$ cat config.mk
export PLATFORM = sky130hd
export DESIGN_NAME = tp2_result_collector
export DESIGN_NICKNAME = d
export VERILOG_FILES = /design/src/rtl/tp2_pkg.sv /design/src/rtl/tp2_sat_counter.sv /design/src/rtl/tp2_result_collector.sv
export SDC_FILE = /design/constraint.sdc
export NUM_CORES = 1
export LEC_CHECK = 0
export CORE_MARGIN = 2
export CORE_UTILIZATION = 50
export CTS_CLUSTER_SIZE = 40
export DETAILED_ROUTE_END_ITERATION = 12
export PLACE_DENSITY_LB_ADDON = 0.25
export SLEW_MARGIN = 15
export SYNTH_ARGS = -nofsm -noshare
export SYNTH_HDL_FRONTEND = slang
export SYNTH_SLANG_ARGS = --single-unit
$ cat constraint.sdc
create_clock -name clock -period 1.9 [get_ports clock]
set_input_delay 0.38 -clock clock [delete_from_list [all_inputs] [get_ports clock]]
set_output_delay 0.38 -clock clock [all_outputs]
set_load 0.05 [all_outputs]
$ cat src/rtl/tp2_pkg.sv
// rtl/tp2_pkg.sv - shared class codes, FSM states and segment patterns for the tp2 result collector
package tp2_pkg;

    // Word class codes as produced by the classifier {out1,out2}
    localparam logic [1:0] CLS_ERR  = 2'b00;
    localparam logic [1:0] CLS_ADJ  = 2'b01;
    localparam logic [1:0] CLS_COMP = 2'b10;
    localparam logic [1:0] CLS_ADV  = 2'b11;

    typedef enum logic [2:0] {
        IDLE     = 3'd0,
        CAPTURE  = 3'd1,
        HOLD     = 3'd2,
        CLEAR    = 3'd3,
        WAIT_LOW = 3'd4
    } state_e;

    // Segment patterns {g,f,e,d,c,b,a}, active-high
    localparam logic [6:0] SEG_A     = 7'b1110111;
    localparam logic [6:0] SEG_C     = 7'b0111001;
    localparam logic [6:0] SEG_D     = 7'b1011110;
    localparam logic [6:0] SEG_E     = 7'b1111001;
    localparam logic [6:0] SEG_BLANK = 7'b0000000;

    function automatic logic [6:0] seg_decode(input logic [1:0] cls);
        logic [6:0] pat;
        case (cls)
            CLS_ADJ:  pat = SEG_A;
            CLS_COMP: pat = SEG_C;
            CLS_ADV:  pat = SEG_D;
            default:  pat = SEG_E;
        endcase
        return pat;
    endfunction

endpackage

$ cat src/rtl/tp2_sat_counter.sv
// rtl/tp2_sat_counter.sv - saturating up-counter with synchronous clear taking priority over increment
module tp2_sat_counter #(
    parameter int CNT_W = 4
) (
    input  logic             clock,
    input  logic             reset,
    input  logic             inc,
    input  logic             clr,
    output logic [CNT_W-1:0] count
);

    localparam logic [CNT_W-1:0] CNT_MAX = {CNT_W{1'b1}};

    // Clear beats increment; increment stops at all-ones
    always_ff @(posedge clock or negedge reset) begin
        if (!reset) begin
            count <= '0;
        end else if (clr) begin
            count <= '0;
        end else if (inc && (count != CNT_MAX)) begin
            count <= count + 1'b1;
        end
    end

endmodule

$ cat src/rtl/tp2_result_collector.sv
// rtl/tp2_result_collector.sv - latches classifier results, counts per class, pulses classifier clear (optional TP2_SEG_DISPLAY_EN)
module tp2_result_collector
    import tp2_pkg::*;
#(
    parameter int CNT_W       = 4,
    parameter int HOLD_CYCLES = 8
) (
    input  logic             clock,
    input  logic             reset,
    input  logic             out1,
    input  logic             out2,
    input  logic             fim,
    input  logic             clear_cnt,
    output logic [1:0]       word_class,
    output logic             class_valid,
    output logic             clr_req,
    output logic [CNT_W-1:0] cnt_err,
    output logic [CNT_W-1:0] cnt_adj,
    output logic [CNT_W-1:0] cnt_comp,
    output logic [CNT_W-1:0] cnt_adv,
    output logic [6:0]       seg
);

    localparam logic [7:0] HOLD_M1 = 8'(HOLD_CYCLES - 1);

    state_e     state_q;
    state_e     state_d;
    logic       fim_q;
    logic       fim_rise;
    logic [7:0] timer_q;
    logic [3:0] inc_vec;

    // fim_q resets high so a done flag already asserted at reset release is not mistaken for a new word
    assign fim_rise = fim & ~fim_q;

    // State register and done-flag history
    always_ff @(posedge clock or negedge reset) begin
        if (!reset) begin
            state_q <= IDLE;
            fim_q   <= 1'b1;
        end else begin
            state_q <= state_d;
            fim_q   <= fim;
        end
    end

    // Next-state and state-decoded outputs
    always_comb begin
        state_d     = state_q;
        class_valid = 1'b0;
        clr_req     = 1'b0;
        case (state_q)
            IDLE: begin
                if (fim_rise) begin
                    state_d = CAPTURE;
                end
            end
            CAPTURE: begin
                state_d = HOLD;
            end
            HOLD: begin
                class_valid = 1'b1;
                if (timer_q == 8'd0) begin
                    state_d = CLEAR;
                end
            end
            CLEAR: begin
                clr_req = 1'b1;
                state_d = WAIT_LOW;
            end
            WAIT_LOW: begin
                if (!fim) begin
                    state_d = IDLE;
                end
            end
            default: begin
                state_d = IDLE;
            end
        endcase
    end

    // Class latch and hold timer; timer is loaded so HOLD lasts exactly HOLD_CYCLES cycles
    always_ff @(posedge clock or negedge reset) begin
        if (!reset) begin
            word_class <= CLS_ERR;
            timer_q    <= 8'd0;
        end else if (state_q == CAPTURE) begin
            word_class <= {out1, out2};
            timer_q    <= HOLD_M1;
        end else if ((state_q == HOLD) && (timer_q != 8'd0)) begin
            timer_q <= timer_q - 8'd1;
        end
    end

    assign inc_vec = (state_q == CAPTURE) ? (4'b0001 << {out1, out2}) : 4'b0000;

    tp2_sat_counter #(.CNT_W(CNT_W)) u_cnt_err (
        .clock (clock), .reset (reset), .inc (inc_vec[0]), .clr (clear_cnt), .count (cnt_err)
    );
    tp2_sat_counter #(.CNT_W(CNT_W)) u_cnt_adj (
        .clock (clock), .reset (reset), .inc (inc_vec[1]), .clr (clear_cnt), .count (cnt_adj)
    );
    tp2_sat_counter #(.CNT_W(CNT_W)) u_cnt_comp (
        .clock (clock), .reset (reset), .inc (inc_vec[2]), .clr (clear_cnt), .count (cnt_comp)
    );
    tp2_sat_counter #(.CNT_W(CNT_W)) u_cnt_adv (
        .clock (clock), .reset (reset), .inc (inc_vec[3]), .clr (clear_cnt), .count (cnt_adv)
    );

`ifdef TP2_SEG_DISPLAY_EN
    logic ever_q;

    // Remembers that at least one word was captured so the display stays blank until then
    always_ff @(posedge clock or negedge reset) begin
        if (!reset) begin
            ever_q <= 1'b0;
        end else if (state_q == CAPTURE) begin
            ever_q <= 1'b1;
        end
    end

    assign seg = ever_q ? seg_decode(word_class) : SEG_BLANK;
`else
    assign seg = SEG_BLANK;
`endif

endmodule

==> insert_results.sql <==
INSERT INTO impl_metrics (metric_group, metric, value, unit) VALUES
('floorplanning', 'core', '2978', 'µm²'),
('cells_and_area', 'layout.core_utilization', '0.6420', ''),
('synth', 'post_synth_instance_area', '1533', 'µm²'),
('route', 'routed-via-count', '1225', ''),
('route', 'route.detailed.drc', '0', ''),
('synth', 'synthCells', '148', ''),
('setup_path', 'regToRegSetupSlack', '170', 'ps'),
('global_route', 'globalRouteTotalUtil', '0.2043', ''),
('hold_path', 'type_of_the_tightest_min_delay_check', 'input pin to async pin', ''),
('sta', 'final_worst_path_period_share', '0.9172', ''),
('global_route', 'via_count_of_the_first_global_routing_pass', '1210', ''),
('route', 'routed_via_density', '5.594', ''),
('flow_run', 'max-cap-violations', '0', ''),
('route', 'drt-initial-drc-count', '44', ''),
('sta', 'hold-worst-slack', '438.4', 'ps'),
('global_route', 'grt_max_degree', '31', ''),
('synth', 'fraction_of_registers_with_async_set_reset', '1.000', ''),
('global_route', 'antenna_found_initial', '0', ''),
('floorplanning', 'boundaryPins', '33', ''),
('sta', 'worst_slew_margin_rel', '0.6677', ''),
('sta', 'rsz_0062_raised_after_global_routing', 'no', ''),
('synth', 'synth_edf_count', '0', ''),
('synth', 'dominant_register_cell_in_the_synthesized_netlist', 'sky130_fd_sc_hd__dfrtp_1', ''),
('placed_design', 'dpl.hpwl', '2.216', 'mm'),
('floorplanning', 'die_w', '59.37', 'µm'),
('setup_path', 'criticalPathCategory', 'flop to primary output', ''),
('placed_design', 'placed_cells_incl_taps', '210', ''),
('cts', 'cts_sinks', '30', ''),
('cells_and_area', 'n_antenna_cell', '0', ''),
('cells_and_area', 'final-instance-count-excl-fill', '219', ''),
('global_route', 'first_pass_grt_wire_length', '5.375', 'mm'),
('route', 'postRouteWirelength', '3.184', 'mm'),
('cts', 'clk-insertion-delay-late', '320', 'ps'),
('setup_path', 'crit_chain', 'nor2b_1 -> and2_1 -> buf_12', ''),
('setup_path', 'worst_path_dominant_cell_family', 'flip-flops', ''),
('synth', 'netlist-cell-type-count', '37', ''),
('cts', 'clock_tree_from_tritoncts', 'done', ''),
('setup_path', 'worst_ep_required_time', '1520', 'ps'),
('power_and_ir_drop', 'power-per-cell-area', '1162', 'nW/µm²'),
('cts', 'clock-root-buffer', 'sky130_fd_sc_hd__clkbuf_4', ''),
('power_and_ir_drop', 'ir_drop', '0.0008335', 'V'),
('synth', 'postSynthAreaPerCell', '10.36', 'µm²'),
('route', 'drt.antenna.violating_nets', '0', ''),
('sta', 'finalCriticalPeriod', '1743', 'ps'),
('synth', 'synthesis.yosys.warnings', '0', ''),
('route', 'detail_route.wl_per_cell', '14.54', 'µm'),
('placed_design', 'global_placement_routability_congestion', '0.7486', ''),
('floorplanning', 'floorplan.die.height', '59.37', 'µm'),
('run_status', 'outcome', 'completed', ''),
('floorplanning', 'die-area', '3524', 'µm²'),
('setup_path', 'crit_buf_inv', '1', ''),
('sta', 'fin_worst_skew', '7.583', 'ps'),
('setup_path', 'timing.critical_path.from_type', 'flop', ''),
('cells_and_area', 'area_delta_synth_final', '24.73', '%'),
('cells_and_area', 'drive_above_1_share', '0.2312', ''),
('sta', 'summed_negative_setup_slack_over_all_endpoints', '0', 'ps'),
('setup_path', 'crit_path_top_delay_cell', 'sky130_fd_sc_hd__dfrtp_1', ''),
('cells_and_area', 'finalNetCount', '197', ''),
('setup_path', 'cp-end-kind', 'primary output', ''),
('placed_design', 'portbufs', '25', ''),
('sta', 'max_clock_freq', '573.9', 'MHz'),
('power_and_ir_drop', 'leakage_power', '0.9857', 'nW'),
('cts', 'cts_made_buffers', '5', ''),
('cts', 'cts-root-to-sink-buffers', '2', ''),
('route', '1st_pass_router_iterations', '4', ''),
('sta', 'worst_pin_slew', '497.6', 'ps'),
('setup_path', 'worst-endpoint-arrival', '1360', 'ps'),
('cts', 'cts.clk_slew.worst_paths', '90', 'ps'),
('cts', 'htree_num_levels', '2', ''),
('sta', 'setup_viol_count_final', '0', ''),
('floorplanning', 'start_util', '0.5147', ''),
('global_route', 'grt_remaining_overflow', '0', ''),
('setup_path', 'critical_path.reg2reg.endpoint', 'timer_q[2]', ''),
('setup_path', 'worstPathMaxFanout', '6', ''),
('sta', 'final-max-slew-violation-count', '0', ''),
('cts', 'cts_hold_buffers', '0', ''),
('synth', 'synth.yosys.seq_area_share', '0.4906', ''),
('setup_path', 'worstReg2RegStart', 'timer_q[4]', ''),
('floorplanning', 'num_rows', '20', ''),
('setup_path', 'r2r.worst_path.cells', '4', ''),
('sta', 'hold_violations', '0', ''),
('synth', 'ys_seq_elements', '30', ''),
('setup_path', 'worst_path_largest_cell_delay', '460', 'ps');
[through the flow]
step	setup slack (ps)	power, mW	cell area (µm²)
floorplan	-19.19	1.474	1562
global placement	98.54	1.742	1827
detailed placement	-5.146	1.777	1827
CTS	3.057	2.190	1892
global route	59.56	2.367	1912
finish	157.4	2.222	1912
[cell usage in the layout (no fill, tap or decap), types with 2 or more instances in the layout]
| cell type | netlist | routed |
|---|---|---|
| sky130_fd_sc_hd__dfrtp_1 | 29 | 29 |
| sky130_fd_sc_hd__buf_4 | 7 | 26 |
| sky130_fd_sc_hd__nor2_1 | 19 | 19 |
| sky130_fd_sc_hd__xor2_1 | 14 | 14 |
| sky130_fd_sc_hd__nand3_1 | 10 | 10 |
| sky130_fd_sc_hd__nand2_1 | 9 | 9 |
| sky130_fd_sc_hd__conb_1 | 1 | 7 |
| sky130_fd_sc_hd__ha_1 | 6 | 6 |
| sky130_fd_sc_hd__clkbuf_4 | 0 | 5 |
| sky130_fd_sc_hd__clkdlybuf4s50_1 | 0 | 5 |
| sky130_fd_sc_hd__mux2i_1 | 4 | 4 |
| sky130_fd_sc_hd__nand4_1 | 4 | 4 |
| sky130_fd_sc_hd__nor2b_1 | 3 | 3 |
| sky130_fd_sc_hd__inv_1 | 3 | 3 |
| sky130_fd_sc_hd__a31oi_1 | 3 | 3 |
| sky130_fd_sc_hd__or4_1 | 3 | 3 |
| sky130_fd_sc_hd__a21oi_1 | 3 | 3 |
| sky130_fd_sc_hd__nand2b_1 | 3 | 3 |
| sky130_fd_sc_hd__and3_1 | 3 | 3 |
| sky130_fd_sc_hd__nor4_1 | 2 | 2 |
| sky130_fd_sc_hd__buf_12 | 0 | 2 |
[metal layers]
metal | GRT usage | up-vias | part of all wire
li1 | - | 578 | -
met1 | 0.2360 | 614 | 0.42
met2 | 0.3501 | 31 | 0.52
met3 | 0.06987 | 2 | 0.044
met4 | 0.07143 | 0 | 0.0072
met5 | 0 | - | 0
[cells in the mapped netlist (all sizes together) (2+ instances only)]
library cell	instances	share of area
nand3	10	0.033
nor4	2	0.0082
nand4	4	0.016
or4	3	0.015
xor2	14	0.080
clkbuf	3	0.0073
ha	6	0.049
a21oi	3	0.0098
nand2b	3	0.012
and3	3	0.012
a31oi	3	0.012
nor2	19	0.047
nor2b	3	0.012
o2111ai	2	0.011
mux2i	4	0.026
buf	7	0.034
nand2	9	0.022
dfrtp	29	0.47
inv	3	0.0073
[flip-flops by register name, indices dropped and copies added, names as in the netlist]
name and flops:
word_class 2, fim_q 1, u_cnt_comp.count 4, state_q 3, timer_q 8, u_cnt_adj.count 4, u_cnt_adv.count 4, u_cnt_err.count 4
[cell type report]
class / instances / area, µm²
clock inverters: 1 / 5.005
fillers: 254 / 1066
clock buffers: 7 / 55.05
multi-input cells: 111 / 749.5
well taps: 33 / 41.29
repair buffers: 34 / 297.8
flip-flops and latches: 30 / 752.0
inverters: 3 / 11.26
[where the power goes]
| part | switching (mW) | internal (mW) | leakage (nW) |
|---|---|---|---|
| Clock | 0.215 | 0.179 | 0.0353 |
| Sequential | 0.141 | 0.757 | 0.398 |
| Combinational | 0.536 | 0.393 | 0.552 |
[cells by family (layout without fill, tap and decap cells)]
group / Yosys count / after routing / synth area share
multiplexers: 4 / 4 / 0.02612
AO/OA/AOI/OAI: 14 / 14 / 0.06123
XOR/XNOR: 15 / 15 / 0.08572
buffers and inverters: 13 / 45 / 0.04898
other: 1 / 7 / 0.002447
flip-flops: 30 / 30 / 0.4906
AND/OR/NAND/NOR: 65 / 65 / 0.2359
adder cells (fa/ha/maj): 6 / 6 / 0.04898
[how the worst max path moves through the flow]
stage	startpoint	end	slack, ps	cells after the start
finish	state_q[0]	clr_req	160	3
global route	state_q[0]	clr_req	60	3
CTS	timer_q[0]	timer_q[2]	3	6
detailed placement	timer_q[0]	timer_q[2]	-5	6
global placement	out2	u_cnt_adv.count[3]	100	5
floorplan	state_q[1]	timer_q[7]	-20	4
[timing repair]
action                                 in CTS  in global routing
cloned                                      0                  0
endpoints found under the hold margin       0                  0
setup endpoints to repair                   1                  6
resized for setup                           1                  4
buffers inserted                            0                  1
Power figures use the tool's default switching activity.
